$ cat src/rtl/writeback_stage.sv
// Y86 writeback stage: W pipeline register, paced register-file write strobes,
// status tracking and stop-on-fault. Define WB_FWD_EN to expose the W register for decode forwarding.
module writeback_stage #(
  parameter int GAP_CYCLES = 1,
  parameter int CNT_W      = 32
) (
  input  logic             clock,
  input  logic             reset,
  input  logic             m_valid,
  output logic             m_ready,
  input  logic [2:0]       m_stat,
  input  logic [3:0]       m_dstE,
  input  logic [31:0]      m_valE,
  input  logic [3:0]       m_dstM,
  input  logic [31:0]      m_valM,
  output logic             write1,
  output logic [3:0]       register1,
  output logic [31:0]      value1,
  output logic             write2,
  output logic [3:0]       register2,
  output logic [31:0]      value2,
  output logic [2:0]       stat,
  output logic             halted,
`ifdef WB_FWD_EN
  output logic             fwd_valid,
  output logic [3:0]       fwd_dstE,
  output logic [31:0]      fwd_valE,
  output logic [3:0]       fwd_dstM,
  output logic [31:0]      fwd_valM,
`endif
  output logic [CNT_W-1:0] retired
);

  localparam int          GAP_N    = (GAP_CYCLES < 1) ? 1 : GAP_CYCLES;
  localparam int          GW       = (GAP_N > 1) ? $clog2(GAP_N) : 1;
  localparam logic [2:0]  STAT_AOK = 3'd1;
  localparam logic [3:0]  REG_NONE = 4'hF;

  typedef enum logic [1:0] {S_IDLE, S_WRITE, S_GAP, S_STOPPED} state_t;

  state_t        r_state;
  logic [GW-1:0] r_gap;
  logic [2:0]    r_stat;

  logic w_accept;
  logic w_m_aok;
  logic w_m_conflict;

  assign m_ready      = (r_state == S_IDLE) || ((r_state == S_GAP) && (r_gap == '0));
  assign w_accept     = m_valid & m_ready;
  assign w_m_aok      = (m_stat == STAT_AOK);
  assign w_m_conflict = (m_dstE == m_dstM) && (m_dstE != REG_NONE);

  // The W register's data fields are the port register/value outputs themselves; they
  // load only on an AOK accept so the ports keep the last written values otherwise.
  always_ff @(posedge clock) begin
    if (reset) begin
      r_state   <= S_IDLE;
      r_gap     <= '0;
      r_stat    <= STAT_AOK;
      write1    <= 1'b0;
      write2    <= 1'b0;
      register1 <= REG_NONE;
      register2 <= REG_NONE;
      value1    <= '0;
      value2    <= '0;
      stat      <= STAT_AOK;
      halted    <= 1'b0;
      retired   <= '0;
    end else begin
      write1 <= 1'b0;
      write2 <= 1'b0;
      if (w_accept) begin
        r_stat <= m_stat;
        if (w_m_aok) begin
          write1    <= (m_dstE != REG_NONE) && !w_m_conflict;
          write2    <= (m_dstM != REG_NONE);
          register1 <= m_dstE;
          value1    <= m_valE;
          register2 <= m_dstM;
          value2    <= m_valM;
        end
      end
      case (r_state)
        S_IDLE: if (w_accept) r_state <= S_WRITE;
        S_WRITE: begin
          if (r_stat != STAT_AOK) begin
            r_state <= S_STOPPED;
            stat    <= r_stat;
            halted  <= 1'b1;
          end else begin
            retired <= retired + CNT_W'(1);
            r_state <= S_GAP;
            r_gap   <= GW'(GAP_N - 1);
          end
        end
        S_GAP: begin
          if (r_gap == '0) r_state <= w_accept ? S_WRITE : S_IDLE;
          else             r_gap   <= r_gap - GW'(1);
        end
        S_STOPPED: r_state <= S_STOPPED;
        default:   r_state <= S_IDLE;
      endcase
    end
  end

`ifdef WB_FWD_EN
  logic w_w_aok;
  assign w_w_aok   = (r_stat == STAT_AOK);
  assign fwd_valid = (r_state == S_WRITE);
  assign fwd_dstE  = (!w_w_aok || ((register1 == register2) && (register1 != REG_NONE)))
                     ? REG_NONE : register1;
  assign fwd_valE  = value1;
  assign fwd_dstM  = w_w_aok ? register2 : REG_NONE;
  assign fwd_valM  = value2;
`endif

endmodule

$ cat config.mk
export PLATFORM = sky130hd
export DESIGN_NAME = writeback_stage
export DESIGN_NICKNAME = d
export VERILOG_FILES = /design/src/rtl/writeback_stage.sv
export SDC_FILE = /design/constraint.sdc
export NUM_CORES = 1
export LEC_CHECK = 0
export CAP_MARGIN = 20
export CORE_ASPECT_RATIO = 0.75
export CORE_UTILIZATION = 39
export CTS_CLUSTER_SIZE = 40
export DETAILED_ROUTE_END_ITERATION = 16
export MAX_ROUTING_LAYER = met4
export PLACE_DENSITY_LB_ADDON = 0.2
export SYNTH_ARGS = -nofsm -noshare
export SYNTH_HDL_FRONTEND = slang
export SYNTH_SLANG_ARGS = --single-unit
$ cat constraint.sdc
create_clock -name clock -period 2.13 [get_ports clock]
set_input_delay 0.3195 -clock clock [delete_from_list [all_inputs] [get_ports clock]]
set_output_delay 0.3195 -clock clock [all_outputs]
set_load 0.005 [all_outputs]
# Word level (Yosys, flattened, before mapping)
# Cells that the tools add are included.
# totals
reg_bits	116
in_bits	78
wordCells	51
# op_classes
addsub	2
eq_ne	11
muxes	8
n_bitwise	5
n_reduce_logical	13
# ops
op	n
adder 32 x 1 -> 32 bit (second input constant)	1
AND reduction 2 bit	5
!= test 4 bit (second input constant)	2
one-hot mux 2 bit (4 select lines)	1
!= test 2 bit (second input constant)	3
equality test 2 bit (second input constant)	2
equality test 4 bit	1
2-to-1 mux 1 bit	4
2-to-1 mux 2 bit	2
NOT 1 bit	4
equality test 3 x 1 -> 1 bit (second input constant)	1
logical AND 1 bit	3
!= test 3 x 1 -> 1 bit (second input constant)	1
OR reduction 3 bit	1
equality test 2 x 1 -> 1 bit (second input constant)	1
zero test 2 bit	1
one-hot mux 1 bit (2 select lines)	1
nonzero test 2 bit	1
AND 1 bit	1
zero test 1 bit	1
logical OR 1 bit	1
subtractor 1 bit (second input constant)	1

# Depth between registers and ports, before layout
# Gate-level depths: netlist of the first run.
# logic_depth
depth_word	7
depth_mapped	7
mapped_depth_nobuf	5

# Worst setup path after synthesis of the first run
# Ideal clock, no wire load.
# synth_path
kind	register to register
start	register r_stat[0]
end	register retired[24]
setup_time_ns	0.121
arrival_time_ns	2.175
required_time_ns	2.009
path_slack_ns	-0.166
stages_incl_launch_ff	8
n_path_buf	3
period_less_slack_ns	2.296
path_cell_list	dfxtp_1 > or3b_1 > buf_2 > or4_4 > buf_6 > buf_6 > nor4_1 > mux2_2
# synth_via
elab_chain_cells	3
# synth_lines
element	line_no	text
from (decl)	43	logic [2:0] r_stat;
from (signal assigned)	74	r_stat <= m_stat;
!= test 3 x 1 -> 1 bit	87	if (r_stat != STAT_AOK) begin
NOT 1 bit (no line)	--	
AND reduction 2 bit (no line)	--	
to (signal assigned)	92	retired <= retired + CNT_W'(1);
to (decl)	31	output logic [CNT_W-1:0] retired
# Every way passes these cells.
# A chain may end at the register's enable or synchronous reset.

# Worst setup path in the final report of the first run
# layout_path
start	register r_stat[1]
end	register retired[28]
# Same word-level chain as after synthesis.

==> flow_summary.yaml, run 1 <==
timing:
  clock.fmax_mhz: 489
  min_period_ns: 2.05
  drv_slew: 0
  finalSetupViolCount: 0
  clock_skew_ns: 0.0102
  tightest_slew_ns: 0.589
  hold_viol: 0
  post-route-period-util_pct: 96.1
  grt_setup_unrepaired: "false"
  relSlewSlack_pct: 60.7
  timing.final.ws_setup_ns: 0.0831
  finalSetupTns_ns: 0
logic_synthesis:
  yosysSeqAreaShare_pct: 50.5
  yosysMostFrequentCell: "nand2_1"
  synth_common_cells: "nand2_1, dfxtp_1, a21oi_1, clkbuf_1"
  synthesis.area_um2: 4560
  synth_warnings: 0
  syn_nets: 636
  netlist_instances: 557
  synth_compound_area_share_pct: 13.4
  syn_area_per_cell_um2: 8.18
  ys_ff_latch: 115
  synth_xor_area_share_pct: 1.73
  synth_top_cell_area_share_pct: 50.5
  async_reset_ff_share_pct: 0
  synth.distinct_cells: 36
  synth_top_cell_by_area: "dfxtp_1"
  muxShareOfSynthArea_pct: 2.11
  synth_ff_type: "dfxtp_1"
  yosys-top-cells-area: "dfxtp_1, nand2_1, a21oi_1"
  synth-simple-area-share_pct: 27.8
  yosys.area_share.adder_pct: 0.275
  synth_top_family_by_area: "simple AND/OR/NAND/NOR gates"
  synth-edff-count: 0
cells_and_area:
  drive_gt1_share_pct: 9.69
  antenna_cells: 0
  area_growth_pct: 60.9
  nets: 832
placement:
  port_buffers: 188
  finalWeightedCongestion: 0.769
  dp_hpwl_mm: 9.15
  preCtsSetupSlack_ns: -0.0210
floorplanning:
  die_w_um: 127
  core_area_um2: 11100
  die_area_um2: 12100
  ios: 189
  row_count: 33
  start_util_pct: 40.9
  die_h_um: 95.6
worst_setup_path:
  criticalPathCategory: "reg -> reg"
  required_ns: 2.41
  start_kind: "flop"
  path_max_fanout: 6
  cp-end-kind: "flop"
  crit_path_cell_trace: "or3b_4 > or4_4 > nor4_1 > mux2_2"
  crit_buf_inv: 0
  cp_top_family: "simple AND/OR/NAND/NOR gates"
  max_stage_delay_ns: 0.48
  cpMaxStageDelayCell: "or4_4"
  worst_ep_arrival_time_ns: 2.33
route:
  num_vias: 4662
  drt_iter0_markers: 303
  wl_per_cell_um: 14.5
  viasPerCell: 5.16
  firstDrtPassIters: 5
  wl_mm: 13.1
  drc: 0
  ant_nets: 0
pwr:
  powerDensity_nw_per_um2: 742
  p_leak_uw: 0.00255
  fin_total_pwr_uw: 5440
  ir_worst_vdd_v: 0.000493
run:
  max-cap-violations: 0
cts:
  cts_setup_buffers: 0
  cts_sinks: 115
  htreeDepth: 4
  cts.hold.buffers_added: 0
  cts_tree: "built"
  path_clk_slew_ns: 0.05
  cts.root.buffer_cell: "clkbuf_16"
  numCtsBuffers: 17
  clk_path_buf_depth: 2
  insertion_delay_ns: 0.40
worst_hold_path:
  hp-class: "in -> reg"
grt:
  grt_pass1_vias: 4212
  grt_max_degree: 73
  grt_first_pass_wirelength_mm: 20.1
  grt_util_all_layers_pct: 21.9
  gr-total-overflow: 0
  grt_antenna_before_repair: 0
outcome:
  status: "finished, final reports clean"
[cell usage in the layout, fill, tap and decap left out, types with 7 or more instances in the layout]
master and count:
nand3b_1 8, dfxtp_1 113, buf_4 25, or4_1 16
nor2b_1 8, inv_1 7, nand2_1 158, nor2_1 18
nand3_1 9, clkbuf_16 17, clkdlybuf4s50_1 187, o31ai_1 16
a21oi_1 88, o21ai_0 7, nand4_1 9
[registers in the layout (all words and copies together) (netlist names)]
name       flops
write2         1
write1         1
register2      4
value1        32
register1      4
halted         1
r_state        2
value2        32
stat           3
r_stat         3
retired       32
[where the power goes]
part	internal, uW	switching, uW
Combinational	262	171
Sequential	2200	22.3
Clock	1890	901
Total	4350	1090
[cells by family after synthesis]
kind of cell	Yosys count
muxes	9
adders and majority gates	1
AOI/OAI and AO/OA	113
DFF	115
and+or+nand+nor	264
buffers and inverters	46
xor gates and xnor gates	9
[per-layer routing]
layer  vias to the layer above  routed length [um]  global-route usage [%]
met2                       157                6310                    34.8
li1                       2308                   -                       -
met1                      2184                5700                    26.1
met4                         0                 111                    7.94
met3                        13                 994                    7.07
met5                         -                   0                       -
[worst paths after layout]
kind	from	to	slack, ns	depth (start not counted)
setup reg to reg	r_stat[1]	retired[28]	0.08	4
hold / removal	reset	retired[2]	0.41	2
setup / recovery	r_stat[1]	retired[28]	0.08	4
hold reg to reg	value1[5]	value1[5]	0.45	2
[cell type report]
cell class	count	area (um^2)
fillers	888	3820
flip-flops and latches	115	2300
repair buffers	216	2140
multi-input cells	396	2100
clock buffers	26	519
well taps	140	175
clock inverters	4	70.1
inverters	7	26.3
[stage by stage]
| step | hold WS [ns] | instances | util [%] | area, um^2 |
|---|---|---|---|---|
| floorplan | 0.443 | 557 | - | 4590 |
| global placement | 0.441 | 874 | 60.4 | 6730 |
| detailed placement | 0.448 | 874 | 60.4 | 6730 |
| CTS | 0.386 | 904 | 65.7 | 7330 |
| global route | 0.413 | 904 | 65.8 | 7330 |
| finish | 0.412 | 904 | 65.8 | 7330 |
[timing repair]
action | 4_1_cts | 5_1_grt
endpoints found under the setup margin | 1 | 8
pin swaps | 0 | 1
gates resized for setup | 1 | 2
hold endpoints to repair | 0 | 0
No activity file was read; power rests on OpenSTA's default activity.
==> run 2, diff against run 1 <==
Settings changed: CORE_UTILIZATION 39 to 40, CTS_CLUSTER_DIAMETER set to 60, DONT_BUFFER_PORTS set to 1.
==> run 2 against run 1 <==
- the run now ends with design-rule violations left
- sequential power is essentially flat
- maximum frequency increased by 0.72%
- critical endpoint unchanged
- die area decreased by 2.5%
- global-route usage fell by 0.63 points
- final cell count decreased by 20%
- critical path type unchanged
- combinational power fell by 52%
- setup slack improved by 0.015 ns
- first-iteration DRC count down 30%
- highest routed layer unchanged
- critical path depth unchanged
==> flow_summary.yaml, run 2 (synthesis gave the netlist of run 1 again) <==
pwr:
  powerDensity_nw_per_um2: 1020
  fin_total_pwr_uw: 5690
  p_leak_uw: 0.00191
  ir_worst_vdd_v: 0.000574
cts:
  clk_path_buf_depth: 2
  htreeDepth: 4
  insertion_delay_ns: 0.40
  path_clk_slew_ns: 0.06
  cts_setup_buffers: 0
  cts.root.buffer_cell: "clkbuf_16"
  cts_sinks: 115
  cts_tree: "built"
  numCtsBuffers: 17
timing:
  drv_slew: 0
  post-route-period-util_pct: 95.4
  clock_skew_ns: 0.0126
  grt_setup_unrepaired: "false"
  finalSetupViolCount: 0
  relSlewSlack_pct: 70.0
  min_period_ns: 2.03
  timing.final.ws_setup_ns: 0.0977
  hold_viol: 0
  clock.fmax_mhz: 492
  tightest_slew_ns: 0.451
  finalSetupTns_ns: 0
floorplanning:
  die_area_um2: 11800
  row_count: 33
  start_util_pct: 41.3
  ios: 189
  die_w_um: 125
  die_h_um: 94.4
  core_area_um2: 11000
cells_and_area:
  nets: 649
  multi_input_area_um2: 2090
  seq_area_um2: 2300
  layout_common_cells: "nand2_1, dfxtp_1, a21oi_1"
  layout.cells.most_common: "nand2_1"
  area_growth_pct: 22.2
  reg_top3: "retired (32), value1 (32), value2 (32)"
  antenna_cells: 0
  drive_gt1_share_pct: 13.4
  fillers: 1017
route:
  firstDrtPassIters: 11
  num_vias: 4005
  viasPerCell: 5.54
  wl_per_cell_um: 17.2
  drc: 14
  drt_iter0_markers: 213
  wl_mm: 12.5
  ant_nets: 0
grt:
  grt_pass1_vias: 3706
  grt_antenna_before_repair: 0
  grt_util_all_layers_pct: 21.2
  grt_first_pass_wirelength_mm: 19.1
  gr-total-overflow: 0
  grt_max_degree: 94
worst_setup_path:
  criticalPathCategory: "reg -> reg"
  worst_ep_arrival_time_ns: 2.32
  crit_path_cell_trace: "or3b_4 > or4_4 > nor4_1 > mux2_2"
  max_stage_delay_ns: 0.48
  crit_buf_inv: 0
  path_max_fanout: 6
  cpMaxStageDelayCell: "or4_4"
  cp-end-kind: "flop"
  cp_top_family: "simple AND/OR/NAND/NOR gates"
  required_ns: 2.41
  start_kind: "flop"
placement:
  port_buffers: 0
  preCtsSetupSlack_ns: 0.0129
  finalWeightedCongestion: 0.788
  dp_hpwl_mm: 8.05
run:
  max-cap-violations: 0
outcome:
  status: "complete, but fails checks"
  violations: "design-rule violations"
worst_hold_path:
  hp-class: "in -> reg"
==> run 2: changes by cell type in the layout (fill, tap and decap cells not counted), sizes merged <==
cell,change
dlygate4sd3,+4
inv,+3
clkinv,+2
clkdlybuf4s50,-187
bufinv,+4
clkbuf,-9
clkinvlp,+2
==> run 2: cell type report <==
type	instances	area share [%]
Tap cell	140	3.15
Sequential cell	115	41.4
Clock inverter	15	4.54
Inverter	7	0.472
Timing Repair Buffer	33	5.21
Clock buffer	17	7.64
Multi-Input combinational cell	396	37.6
==> run 2: stage by stage <==
step	hold slack, ns	utilization, %	std cells	instance area, um^2
after detailed placement	0.399	43.7	686	4820
after global routing	0.0110	50.5	723	5570
final	0.0301	50.5	723	5570
after floorplan	0.443	-	557	4590
after CTS	0.0103	50.4	723	5560
after global placement	0.399	43.7	686	4820
==> run 2: metal layers <==
| metal | wire [um] | GRT usage (%) | vias to the layer above |
|---|---|---|---|
| li1 | - | - | 1938 |
| met1 | 5580 | 26.5 | 1906 |
| met2 | 5680 | 31.0 | 150 |
| met3 | 1100 | 7.99 | 11 |
| met4 | 103 | 8.13 | 0 |
| met5 | 0 | - | - |
==> run 2: path summary, 6_finish.rpt <==
kind,start,end,slack (ns),cells past startpoint
setup / recovery,r_stat[1],retired[28],0.1,4
hold / removal,reset,stat[0],0.03,1
setup reg to reg,r_stat[1],retired[28],0.1,4
hold reg to reg,value1[21],value1[21],0.48,2
==> run 2: power by group <==
part           total (uW)  switching (uW)  leakage (uW)  internal (uW)
registers            2230            31.4      0.000930           2190
clock network        3260            1050      0.000324           2210
logic                 208             122      0.000659           86.0
total                5690            1210       0.00191           4490
==> run 2: repair_timing <==
item                       4_1_cts  5_1_grt
setup endpoints to repair        0       11
hold endpoints to repair        95        0
gates resized for setup          0        2
hold buffers                     5        0
==> run 3, diff against run 2 <==
Settings changed: GPL_TIMING_DRIVEN set to 0, PLACE_DENSITY set to 0.62, PLACE_DENSITY_LB_ADDON 0.2 to unset.
Clock period 2.13 ns to 2.6 ns, I/O delays scaled along.
==> run 3 against run 2 <==
- the flow still finishes with violations (design-rule violations)
- routed wire length fell by 1.1%
- final cell count up 0.28%
- critical path depth is 2 higher
- die area unchanged
- total power down 27%
- design area fell by 5.1%
- sequential power is 18% lower
- setup slack gained 0.0044 ns
- hold slack better by 0.083 ns
- non-clock buffer count is 6 higher
- clock power fell by 33%
- largest power group unchanged
==> flow_summary.yaml, run 3 (synthesis gave the netlist of run 1 again) <==
outcome:
  status: "complete, but fails checks"
  violations: "design-rule violations"
cts:
  cts_resized: 0
  numCtsBuffers: 17
  htreeDepth: 4
  cts_sinks: 115
  insertion_delay_ns: 0.40
  path_clk_slew_ns: 0.05
  clk_path_buf_depth: 2
  cts.hold.buffers_added: 0
  cts.root.buffer_cell: "clkbuf_16"
  cts_tree: "built"
  cts_setup_buffers: 0
cells_and_area:
  nets: 655
  area_growth_pct: 15.9
  fillers: 1104
  layout.cells.most_common: "nand2_1"
  drive_gt1_share_pct: 7.01
  layout_common_cells: "nand2_1, dfxtp_1, a21oi_1"
  utilization_pct: 47.9
  reg_top3: "retired (32), value1 (32), value2 (32)"
  antenna_cells: 0
worst_setup_path:
  startpoint: "r_stat[0]"
  start_kind: "flop"
  r2r_slack_ns: 0.10
  worstReg2RegEnd: "retired[28]"
  r2r-start: "r_stat[0]"
  cp-end-kind: "flop"
  criticalPathCategory: "reg -> reg"
  required_ns: 2.88
  worstRegToRegCells: 6
  worst_ep_arrival_time_ns: 2.78
  path_max_fanout: 8
route:
  top_layer: "met4"
  num_vias: 4044
  wl_per_cell_um: 17.0
  viasPerCell: 5.58
  wl_mm: 12.3
  drc: 16
  firstDrtPassIters: 12
  wl_met3_mm: 1.18
  drt-met1-wl_mm: 5.29
  drt_iter0_markers: 218
  routed-wl-met2_mm: 5.60
  ant_nets: 0
placement:
  port_buffers: 0
  finalWeightedCongestion: 0.771
  dp_hpwl_mm: 8.99
  preCtsSetupSlack_ns: 0.105
timing:
  timing.final.ws_setup_ns: 0.102
  finalSetupTns_ns: 0
  post-route-period-util_pct: 96.1
  min_period_ns: 2.50
  relSlewSlack_pct: 55.4
  clock.fmax_mhz: 400
  clock_skew_ns: 0.0195
  drv_slew: 0
  grt_setup_unrepaired: "false"
  hold_viol: 0
  tightest_slew_ns: 0.668
  finalSetupViolCount: 0
floorplanning:
  die_h_um: 94.4
  row_count: 33
  die_w_um: 125
  die_area_um2: 11800
  core_area_um2: 11000
  start_util_pct: 41.3
  ios: 189
worst_hold_path:
  min_to: "register1[2]"
  holdPathStages: 2
  hp-class: "in -> reg"
  worstHoldStart: "m_dstE[2]"
grt:
  grt_antenna_before_repair: 0
  grt_pass1_vias: 3726
  grt_max_degree: 17
  grt_util_all_layers_pct: 21.2
  grt_first_pass_wirelength_mm: 19.0
  gr-total-overflow: 0
pwr:
  p_leak_uw: 0.00174
  powerDensity_nw_per_um2: 785
  ir_worst_vdd_v: 0.000451
run:
  max-cap-violations: 0
==> run 3: cell types whose count changed in the layout (fill, tap and decap cells not counted), moves of 3 or more <==
cell,previous run,this run
clkbuf_1,0,34
buf_4,27,0
bufinv_16,6,1
clkbuf_8,0,5
dlygate4sd3_1,4,0
buf_2,0,3
clkinv_4,3,0
inv_6,3,0
nor4_1,6,9
nor4_2,3,0
==> run 3: routing by layer <==
| metal | vias up | track usage (%) |
|---|---|---|
| li1 | 1957 | - |
| met1 | 1892 | 25.0 |
| met2 | 175 | 31.9 |
| met3 | 20 | 8.84 |
| met4 | 0 | 8.74 |
| met5 | - | - |
==> run 3: power by group <==
group	total, uW	internal, uW	switching, uW
Combinational	147	48.9	97.8
Sequential	1830	1800	33.0
Clock	2170	1410	753
==> run 3: worst max-delay path: stages (launching register included) <==
cell,delay [ns]
dfxtp_1,0.40
or3b_1,0.36
buf_2,0.17
or4_4,0.52
buf_6,0.15
nor4_1,0.40
mux2_2,0.38
==> run 3: area by class of cell <==
type	count	area, um^2	area share (%)
clock inverter	5	52.6	0.995
buffer	39	165	3.13
multi-input combinational	396	2060	39.0
sequential	115	2300	43.6
tap	140	175	3.32
inverter	7	26.3	0.498
clock buffer	23	498	9.43
==> run 3: how the worst max path moves through the flow <==
stage / depth (start not counted) / slack [ns] / end
after floorplan: 7 / 0.30 / retired[24]
after global placement: 6 / 0.14 / retired[28]
after detailed placement: 6 / 0.10 / retired[28]
after CTS: 6 / 0.1 / retired[28]
after global routing: 6 / 0.05 / retired[28]
final: 6 / 0.10 / retired[28]
==> run 3: metrics by stage <==
stage	power [uW]	instance area [um^2]	hold slack [ns]	instances
CTS	4190	5280	0.107	725
floorplan	1970	4560	0.453	557
finish	4140	5280	0.113	725
global placement	2010	4730	0.463	697
detailed placement	2010	4730	0.467	697
global route	4300	5280	0.101	725
